**config.mk**
```make
export PLATFORM = sky130hd
export DESIGN_NAME = mem_access_flat
export DESIGN_NICKNAME = d
export VERILOG_FILES = /design/src/rtl/mem_access_pkg.sv /design/src/rtl/mem_access_if.sv /design/src/rtl/mem_access_lsu_align.sv /design/src/rtl/mem_access.sv /design/src/flat_wrapper.sv
export SDC_FILE = /design/constraint.sdc
export NUM_CORES = 1
export LEC_CHECK = 0
export ABC_AREA = 1
export ABC_CLOCK_PERIOD_IN_PS = 9100
export BUFFER_PORTS_ARGS = -buffer_cell sky130_fd_sc_hd__buf_4
export CAP_MARGIN = 0
export CORE_ASPECT_RATIO = 2
export CORE_MARGIN = 4
export CORE_UTILIZATION = 53
export CTS_BUF_LIST = sky130_fd_sc_hd__clkbuf_4 sky130_fd_sc_hd__clkbuf_8
export DETAILED_ROUTE_END_ITERATION = 6
export PLACE_DENSITY = 0.79
export SLEW_MARGIN = 20
export SYNTH_ARGS = -nofsm -noshare
export SYNTH_HDL_FRONTEND = slang
export SYNTH_HIERARCHICAL = 1
export SYNTH_SLANG_ARGS = --single-unit
```
**constraint.sdc**
```tcl
create_clock -name clk -period 9.1 [get_ports clk]
set_input_delay 1.365 -clock clk [delete_from_list [all_inputs] [get_ports clk]]
set_output_delay 1.365 -clock clk [all_outputs]
set_load 0.005 [all_outputs]
```
**src/rtl/mem_access_pkg.sv**
```systemverilog
// Shared types for the memory-access stage and its neighbours (decode, write_back).
// Also holds the access-size alignment rule used by the lane aligner.
package mem_access_pkg;

  typedef enum logic [1:0] {
    ALU_OUT = 2'd0,
    IMM_DAT = 2'd1,
    MEM_DAT = 2'd2,
    PC_NEXT = 2'd3
  } wb_sel_e;

  typedef enum logic [2:0] {
    F3_B  = 3'b000,
    F3_H  = 3'b001,
    F3_W  = 3'b010,
    F3_BU = 3'b100,
    F3_HU = 3'b101
  } mem_funct3_e;

  typedef enum logic {
    ST_IDLE   = 1'b0,
    ST_ACCESS = 1'b1
  } state_e;

  // Access size lives in funct3[1:0]; unknown sizes are treated as word accesses.
  function automatic logic is_misaligned(input logic [2:0] funct3, input logic [1:0] off);
    case (funct3[1:0])
      2'b00:   return 1'b0;
      2'b01:   return off[0];
      default: return off != 2'b00;
    endcase
  endfunction

endpackage

```
**src/rtl/mem_access_if.sv**
```systemverilog
// Data-memory port: single outstanding request, completed when ready is high.
interface mem_access_if;
  logic        req;
  logic        we;
  logic [31:0] addr;
  logic [31:0] wdata;
  logic [3:0]  wstrb;
  logic        ready;
  logic [31:0] rdata;

  modport master (output req, we, addr, wdata, wstrb, input ready, rdata);
  modport slave  (input req, we, addr, wdata, wstrb, output ready, rdata);
endinterface

```
**src/rtl/mem_access_lsu_align.sv**
```systemverilog
// Combinational lane logic: store replication/strobes, load extract/extend,
// and the misalignment check for the current access size.
module lsu_align
  import mem_access_pkg::*;
(
  input  logic [2:0]  funct3,
  input  logic [1:0]  byte_off,
  input  logic        is_store,
  input  logic [31:0] store_data,
  input  logic [31:0] rdata,
  output logic [31:0] wdata,
  output logic [3:0]  wstrb,
  output logic [31:0] load_data,
  output logic        misaligned
);

  logic [7:0]  rbytes [4];
  logic [7:0]  sel_byte;
  logic [15:0] sel_half;

  for (genvar gi = 0; gi < 4; gi++) begin : g_rbyte
    assign rbytes[gi] = rdata[8*gi +: 8];
  end

  assign misaligned = is_misaligned(funct3, byte_off);
  assign sel_byte   = rbytes[byte_off];
  assign sel_half   = byte_off[1] ? rdata[31:16] : rdata[15:0];

  always_comb begin
    wdata = store_data;
    wstrb = 4'b1111;
    case (funct3[1:0])
      2'b00: begin
        wdata = {4{store_data[7:0]}};
        wstrb = 4'b0001 << byte_off;
      end
      2'b01: begin
        wdata = {2{store_data[15:0]}};
        wstrb = byte_off[1] ? 4'b1100 : 4'b0011;
      end
      default: ;
    endcase
    if (!is_store) wstrb = 4'b0000;
  end

  always_comb begin
    case (funct3)
      F3_B:    load_data = {{24{sel_byte[7]}}, sel_byte};
      F3_BU:   load_data = {24'h0, sel_byte};
      F3_H:    load_data = {{16{sel_half[15]}}, sel_half};
      F3_HU:   load_data = {16'h0, sel_half};
      default: load_data = rdata;
    endcase
  end

endmodule

```
**src/rtl/mem_access.sv**
```systemverilog
// RV32I memory-access stage: runs one req/ready data-memory transaction per
// load/store and registers the fields consumed by write_back.
module mem_access
  import mem_access_pkg::*;
#(
  parameter int unsigned TIMEOUT_CYCLES = 16,
  parameter logic [31:0] RESET_PC_NEXT  = 32'h0000_0000
) (
  input  logic        clk,
  input  logic        rst,
  input  logic        valid_in,
  input  logic        mem_read,
  input  logic        mem_write,
  input  logic [2:0]  mem_funct3,
  input  logic [31:0] alu_result,
  input  logic [31:0] store_data,
  input  logic [1:0]  wb_sel,
  input  logic [31:0] immediate,
  input  logic [31:0] pc_next,
  input  logic [4:0]  rd_in,
  input  logic        reg_we_in,
  mem_access_if.master dmem,
  output logic        stall_out,
  output logic        valid_out,
  output logic [1:0]  wb_sel_out,
  output logic [31:0] alu_result_out,
  output logic [31:0] immediate_out,
  output logic [31:0] pc_next_out,
  output logic [31:0] mem_data_out,
  output logic [4:0]  rd_out,
  output logic        reg_we_out,
  output logic        misalign_err,
  output logic        bus_err
);

  state_e      state_reg, state_next;
  logic [31:0] addr_reg;
  logic [2:0]  funct3_reg;
  logic [31:0] wdata_reg;
  logic [3:0]  wstrb_reg;
  logic        we_reg;
  logic        reg_we_pend_reg;
  logic [31:0] timeout_cnt_reg;

  logic        in_access, is_mem, issue, complete, abort, timeout_hit;
  logic [2:0]  align_funct3;
  logic [1:0]  align_off;
  logic [31:0] align_wdata, align_load;
  logic [3:0]  align_wstrb;
  logic        misaligned;

  assign in_access    = (state_reg == ST_ACCESS);
  assign is_mem       = mem_read | mem_write;
  assign timeout_hit  = (TIMEOUT_CYCLES != 0) && (timeout_cnt_reg == TIMEOUT_CYCLES - 1);
  assign issue        = !in_access && valid_in && is_mem && !misaligned;

  // The aligner sees the incoming op in IDLE and the latched op during ACCESS.
  assign align_funct3 = in_access ? funct3_reg : mem_funct3;
  assign align_off    = in_access ? addr_reg[1:0] : alu_result[1:0];

  lsu_align u_align (
    .funct3     (align_funct3),
    .byte_off   (align_off),
    .is_store   (mem_write),
    .store_data (store_data),
    .rdata      (dmem.rdata),
    .wdata      (align_wdata),
    .wstrb      (align_wstrb),
    .load_data  (align_load),
    .misaligned (misaligned)
  );

  always_ff @(posedge clk or posedge rst) begin
    if (rst) state_reg <= ST_IDLE;
    else     state_reg <= state_next;
  end

  always_comb begin
    state_next = state_reg;
    case (state_reg)
      ST_IDLE:   if (issue) state_next = ST_ACCESS;
      ST_ACCESS: if (complete || abort) state_next = ST_IDLE;
      default:   state_next = ST_IDLE;
    endcase
  end

  always_comb begin
    dmem.req   = in_access;
    dmem.we    = in_access & we_reg;
    dmem.addr  = {addr_reg[31:2], 2'b00};
    dmem.wdata = wdata_reg;
    dmem.wstrb = wstrb_reg;
    stall_out  = in_access;
    complete   = in_access & dmem.ready;
    abort      = in_access & ~dmem.ready & timeout_hit;
  end

  always_ff @(posedge clk or posedge rst) begin
    if (rst) begin
      addr_reg        <= '0;
      funct3_reg      <= '0;
      wdata_reg       <= '0;
      wstrb_reg       <= '0;
      we_reg          <= 1'b0;
      reg_we_pend_reg <= 1'b0;
      timeout_cnt_reg <= '0;
      valid_out       <= 1'b0;
      wb_sel_out      <= '0;
      alu_result_out  <= '0;
      immediate_out   <= '0;
      pc_next_out     <= RESET_PC_NEXT;
      mem_data_out    <= '0;
      rd_out          <= '0;
      reg_we_out      <= 1'b0;
      misalign_err    <= 1'b0;
      bus_err         <= 1'b0;
    end else begin
      valid_out    <= 1'b0;
      reg_we_out   <= 1'b0;
      misalign_err <= 1'b0;
      bus_err      <= 1'b0;

      if (in_access && !dmem.ready) timeout_cnt_reg <= timeout_cnt_reg + 32'd1;
      else                          timeout_cnt_reg <= '0;

      if (!in_access && valid_in) begin
        // Pass-through fields double as the payload latch while the access runs.
        wb_sel_out     <= wb_sel;
        alu_result_out <= alu_result;
        immediate_out  <= immediate;
        pc_next_out    <= pc_next;
        rd_out         <= rd_in;
        if (!is_mem) begin
          valid_out    <= 1'b1;
          reg_we_out   <= reg_we_in && (rd_in != 5'd0);
          mem_data_out <= '0;
        end else if (misaligned) begin
          valid_out    <= 1'b1;
          misalign_err <= 1'b1;
          mem_data_out <= '0;
        end else begin
          addr_reg        <= alu_result;
          funct3_reg      <= mem_funct3;
          wdata_reg       <= align_wdata;
          wstrb_reg       <= align_wstrb;
          we_reg          <= mem_write;
          reg_we_pend_reg <= reg_we_in;
        end
      end

      if (complete) begin
        valid_out    <= 1'b1;
        mem_data_out <= we_reg ? 32'h0 : align_load;
        reg_we_out   <= reg_we_pend_reg && (rd_out != 5'd0);
      end else if (abort) begin
        valid_out    <= 1'b1;
        bus_err      <= 1'b1;
        mem_data_out <= '0;
      end
    end
  end

endmodule

```
**src/flat_wrapper.sv**
```systemverilog
// flat-port wrapper written by rule: the top's interface ports become plain ports
module mem_access_flat import mem_access_pkg::*;
#(
  parameter int unsigned TIMEOUT_CYCLES = 16,
  parameter logic [31:0] RESET_PC_NEXT  = 32'h0000_0000
)
  (clk, rst, valid_in, mem_read, mem_write, mem_funct3, alu_result, store_data, wb_sel, immediate, pc_next, rd_in, reg_we_in, stall_out, valid_out, wb_sel_out, alu_result_out, immediate_out, pc_next_out, mem_data_out, rd_out, reg_we_out, misalign_err, bus_err, dmem_req, dmem_we, dmem_addr, dmem_wdata, dmem_wstrb, dmem_ready, dmem_rdata);
  mem_access_if dmem_i ();
  input  logic clk;
  input  logic rst;
  input  logic valid_in;
  input  logic mem_read;
  input  logic mem_write;
  input  logic [2:0] mem_funct3;
  input  logic [31:0] alu_result;
  input  logic [31:0] store_data;
  input  logic [1:0] wb_sel;
  input  logic [31:0] immediate;
  input  logic [31:0] pc_next;
  input  logic [4:0] rd_in;
  input  logic reg_we_in;
  output logic stall_out;
  output logic valid_out;
  output logic [1:0] wb_sel_out;
  output logic [31:0] alu_result_out;
  output logic [31:0] immediate_out;
  output logic [31:0] pc_next_out;
  output logic [31:0] mem_data_out;
  output logic [4:0] rd_out;
  output logic reg_we_out;
  output logic misalign_err;
  output logic bus_err;
  output wire logic [$bits(dmem_i.req)-1:0] dmem_req;
  output wire logic [$bits(dmem_i.we)-1:0] dmem_we;
  output wire logic [$bits(dmem_i.addr)-1:0] dmem_addr;
  output wire logic [$bits(dmem_i.wdata)-1:0] dmem_wdata;
  output wire logic [$bits(dmem_i.wstrb)-1:0] dmem_wstrb;
  input wire logic [$bits(dmem_i.ready)-1:0] dmem_ready;
  input wire logic [$bits(dmem_i.rdata)-1:0] dmem_rdata;
  assign dmem_req = dmem_i.req;
  assign dmem_we = dmem_i.we;
  assign dmem_addr = dmem_i.addr;
  assign dmem_wdata = dmem_i.wdata;
  assign dmem_wstrb = dmem_i.wstrb;
  assign dmem_i.ready = dmem_ready;
  assign dmem_i.rdata = dmem_rdata;
  mem_access #(.TIMEOUT_CYCLES(TIMEOUT_CYCLES), .RESET_PC_NEXT(RESET_PC_NEXT)) u_core (.clk(clk), .rst(rst), .valid_in(valid_in), .mem_read(mem_read), .mem_write(mem_write), .mem_funct3(mem_funct3), .alu_result(alu_result), .store_data(store_data), .wb_sel(wb_sel), .immediate(immediate), .pc_next(pc_next), .rd_in(rd_in), .reg_we_in(reg_we_in), .dmem(dmem_i), .stall_out(stall_out), .valid_out(valid_out), .wb_sel_out(wb_sel_out), .alu_result_out(alu_result_out), .immediate_out(immediate_out), .pc_next_out(pc_next_out), .mem_data_out(mem_data_out), .rd_out(rd_out), .reg_we_out(reg_we_out), .misalign_err(misalign_err), .bus_err(bus_err));
endmodule
```
After elaboration in Yosys (flattened, before gate mapping). Index checks and enable logic that the tools add are counted.

Add/sub/neg operators: 1. Magnitude comparators: 1. Equality and inequality tests: 6. Shift-type cells: 1. Mux-type cells: 34. Bitwise operators: 9. Reduce and logical (&&, ||, !) cells: 18.

Operators with widths (number): 2-to-1 mux 32 bit (7); case mux 32 bit (4 select lines) (1); case mux 32 bit (2 select lines) (1); adder 32 x 1 -> 32 bit (second input constant) (1); == test 32 x 4 -> 1 bit (second input constant) (1); binary-select mux 8 bit (select 2 bit) (1); 2-to-1 mux 16 bit (1); 2-to-1 mux 8 bit (2); 2-to-1 mux 1 bit (14); nonzero test 5 bit (2); 2-to-1 mux 4 bit (2); case mux 4 bit (2 select lines) (1); == test 3 bit (second input constant) (2); logical AND 1 bit (6); AND 1 bit (4); inequality test 4 bit (second input constant) (1); case mux 1 bit (2 select lines) (2); left shift 1 x 2 -> 4 bit (first input constant) (1); == test 3 x 1 -> 1 bit (second input constant) (1); >= comparator 3 bit (second input constant) (1); logical NOT 1 bit (3); logical NOT 3 bit (1); 2-to-1 mux 3 bit (1); NOT 1 bit (3); other kinds (10) (10).

Register bits: 245. Input bits: 177. Output and inout bits: 210. Logic and storage cells: 88.

Longest topological paths before layout.
Depth in word-level cells: 8. Gate-level depth with buffers: 13. Depth with buffers taken out: 11.

Modules after synthesis. Netlist, hierarchy kept.

Modules (own cells, without submodules): mem_access (instances 1, cells an instance 1134, area each 10473.8 sq um, sequential area each 6130.9 sq um); lsu_align (instances 1, cells an instance 244, area each 1096.1 sq um, sequential area each 0.0 sq um).

Worst setup path before layout. No wires, ideal clock.

Path kind: input to register. From: input port mem_funct3[0]. To: register u_core.wdata_reg[10] (netlist: u_core/dmem.wdata[10]). Library setup time: 0.128 ns. Data arrival time: 2.978 ns. Data required time: 8.972 ns. Slack: 5.994 ns. Cell stages on the path: 9. Buffers on the path: 2. Cells stage by stage: inv_1 o21ai_0 nor2_4 buf_2 a21oi_1 nor2_2 nand2_4 buf_4 mux2_1.

Word-level cells in the longest chain between the ends: 5. Elaborated cells between the ends (all ways): 7. Those cells by class: eq/ne: 1; mux: 3; bitwise: 1; reduce/logical: 2.

RTL lines: start: declaration (RTL line flat_wrapper.sv:14) `input logic [2:0] mem_funct3;`; 2-to-1 mux 3 bit (*) (RTL line mem_access.sv:58) `assign align_funct3 = in_access ? funct3_reg : mem_funct3;`; named net u_core.align_funct3[0] (RTL line mem_access.sv:46) `logic [2:0] align_funct3;`; == test 2 x 1 -> 1 bit or logical NOT 2 bit (tied branches) (RTL line mem_access_pkg.sv:27) `case (funct3[1:0])`; case mux 1 bit (2 select lines) (*) (RTL line mem_access_pkg.sv:27); named net u_core.misaligned (RTL line mem_access.sv:50) `logic misaligned;`; NOT 1 bit (no line) (*); AND reduction 3 bit (no line) (*); end signal: assignment (RTL line mem_access.sv:144) `wdata_reg <= align_wdata;`; end: declaration (RTL line mem_access.sv:39) `logic [31:0] wdata_reg;`.

The timed path passes the listed nets; every way through them passes the cells marked *. A chain may end at the register's enable or synchronous reset.

Worst setup path after layout.
From: input port mem_funct3[1]. To: register u_core.wdata_reg[19] (netlist: u_core/dmem.wdata[19]).

Same word-level chain as after synthesis.

==> results.yml <==
run_status:
  status: "completed"
floorplan:
  io_pins: 387
  rows: 76
  start_util_pct: 53.8
  die_w_um: 112
  design.core.area_sq_mm: 0.0215
  die_h_um: 217
  dieArea_sq_mm: 0.0244
logic_synthesis:
  ys_seq_area_share_pct: 53.0
  syn_area_sq_mm: 0.0116
  async_flop_share_pct: 100
  synth_top_area_share_pct: 53.0
  synth-simple-area-share_pct: 29.0
  ys.flop_type: "dfrtp_1"
  ys_types: 32
  syn_area_per_cell_sq_um: 8.40
  ys.warnings.count: 6
  muxShareOfSynthArea_pct: 3.70
  ys_top_cells_by_area: "dfrtp_1, nand2_1, o21ai_0"
  synth_common_cells: "nand2_1, dfrtp_1, o21ai_0"
  synth-adder-area-share_pct: 0.108
  synth_compound_area_share_pct: 5.40
  yosys.area.top_type: "dfrtp_1"
  synthesis.instances: 1378
  synth_top_family_by_area: "simple AND/OR/NAND/NOR gates"
  ys_ff_latch: 245
  synth_xor_area_share_pct: 0.0757
  yosysMostFrequentCell: "nand2_1"
  synth_edf_count: 0
worst_setup_path:
  crit_family: "compound AO/OA/AOI/OAI gates"
  critPathRequiredTime_ps: 9500
  crit_buf_inv: 2
  critPathKind: "in2reg"
  critPathLaunchType: "primary input"
  reg2reg_from: "u_core/dmem.req$_DFF_PP0_"
  slowest_delay_ps: 800
  crit_path_top_delay_cell: "o21ai_4"
  endpoint: "u_core/dmem.wdata[19]$_DFFE_PP0P_"
  critPathLaunch: "mem_funct3[1]"
  critPathMaxFanout: 109
  path_cells: "buf_4 -> inv_1 -> o21ai_4 -> nor2_4 -> a21oi_1 -> nor2_2 -> nand2_8 -> mux2_1"
  cp-end-kind: "register"
  r2r-end: "u_core/dmem.wdata[19]$_DFFE_PP0P_"
  reg2reg_slack_ps: 5850
  cp.arrival_ps: 3910
  cp.depth: 8
  reg2reg_depth: 6
global_route:
  grt_pass1_vias: 10287
  grt_pass1_wl_um: 53900
  grt-ovfl-total: 0
  grt_start_max_net_pins: 133
  antenna_found_initial: 3
  track_usage_pct: 27.6
power:
  design_power_total_mw: 4.47
  ir_drop_uv: 185
  power_leakage_nw: 8.01
  power_per_cell_area_mw_per_mm2: 299
min_path:
  hold_path.class: "reg2reg"
  hold_depth: 1
timing:
  worst_slack_ps: 5580
  finalSetupTns_ps: 0
  hold_viol_final: 0
  final.min_clock_period_ps: 3520
  max_freq_ghz: 0.284
  slew_viol_final: 0
  setup_viol: 0
  tightest_slew_ps: 1100
  rsz0062_at_grt: "false"
  skew_ps: 25.8
  finalCritPeriodShare_pct: 38.6
  slew-limit-headroom_pct: 26.4
layout:
  num-fill-cells: 1761
  drive_gt1_share_pct: 29.8
  syn_to_final_growth_pct: 29.2
  final_nets: 1882
cts:
  cts_buffers: 34
  post_cts_buffers: 0
  cts-root-buf: "clkbuf_8"
  cts_tree: "done"
  clock-sinks: 245
  cts_resized: 0
  cts_hold_buffers: 0
  htreeDepth: 2
  clock_path_buffers: 3
  cts.clk_slew.worst_paths_ps: 70
  worstSkewPairLatency_ps: 540
drt:
  initialDrtViolationCount: 543
  via_count: 10119
  drt-wirelength-per-cell_um: 17.2
  drtAntennaViolNets: 0
  vias_per_cell: 5.05
  drc: 0
  drt_wl_total_um: 34300
  firstDrtPassIters: 5
placement:
  post-dp-hpwl_um: 25400
  io_buffers: 384
  gp_congestion: 0.895
  dp_slack_ps: 4750
job:
  cap_violations: 0
## area by class of cell
type                            count  area [sq um]  share of cell area (%)
Sequential cell                   245          6130                    41.0
Multi-Input combinational cell    943          4470                    29.9
Timing Repair Buffer              389          2920                    19.5
Clock buffer                       50           638                    4.27
Inverter                           91           349                    2.33
Tap cell                          273           342                    2.28
Clock inverter                      8          97.6                   0.653
Antenna cell                        3          7.51                  0.0502
## cells in the final DEF (no fill, tap or decap), drive strengths merged
cell and instances:
nand4 3, and2 2, o211ai 4, diode 3, nand3 101, conb 2, dfrtp 245, a31oi 1
nand2 581, o21a 2, nor3 4, bufinv 2, nor4 1, mux2 38, xnor2 1, buf 389
o21ai 92, clkinv 4, nor2 90, ha 1, inv 93, a21oi 20, clkbuf 50
## cells by family after synthesis
logic type,after synthesis
flops,245
mux,38
fa+ha+maj,1
simple gates,782
buf+inv,191
other cells,1
compound gates,119
xor+xnor,1
## metrics by stage
| step | util [%] | hold WS (ps) | std cells | instance area [sq um] |
|---|---|---|---|---|
| final | 69.6 | 469 | 2002 | 15000 |
| after global routing | 69.6 | 483 | 2002 | 15000 |
| after CTS | 69.5 | 469 | 1999 | 14900 |
| after detailed placement | 66.1 | 461 | 1941 | 14200 |
| after global placement | 66.1 | 446 | 1941 | 14200 |
| after floorplan | - | 433 | 1379 | 11600 |
## power breakdown
part | switching, mW | internal, mW | leakage (nW) | total [mW]
Clock | 0.417 | 0.509 | 0.392 | 0.926
Sequential | 0.268 | 1.51 | 3.11 | 1.78
Combinational | 0.915 | 0.848 | 4.51 | 1.76
## how the worst min path moves through the flow
stage	startpoint	end	slack, ps
2_1_floorplan	u_core/timeout_cnt_reg[0]$_DFF_PP0_	u_core/timeout_cnt_reg[0]$_DFF_PP0_	430
3_3_place_gp	u_core/timeout_cnt_reg[0]$_DFF_PP0_	u_core/timeout_cnt_reg[0]$_DFF_PP0_	450
3_5_place_dp	u_core/timeout_cnt_reg[0]$_DFF_PP0_	u_core/timeout_cnt_reg[0]$_DFF_PP0_	460
4_1_cts	u_core/timeout_cnt_reg[0]$_DFF_PP0_	u_core/timeout_cnt_reg[0]$_DFF_PP0_	470
5_1_grt	u_core/timeout_cnt_reg[0]$_DFF_PP0_	u_core/timeout_cnt_reg[0]$_DFF_PP0_	480
6_report	u_core/timeout_cnt_reg[0]$_DFF_PP0_	u_core/timeout_cnt_reg[0]$_DFF_PP0_	470
## routing by layer
layer,wire (um),GRT usage (%),vias up
li1,-,-,4923
met2,18100,49.5,414
met3,2550,6.40,103
met1,11800,30.6,4679
met5,0,0,-
met4,1840,13.2,0
(Power assumes the default switching activity.)
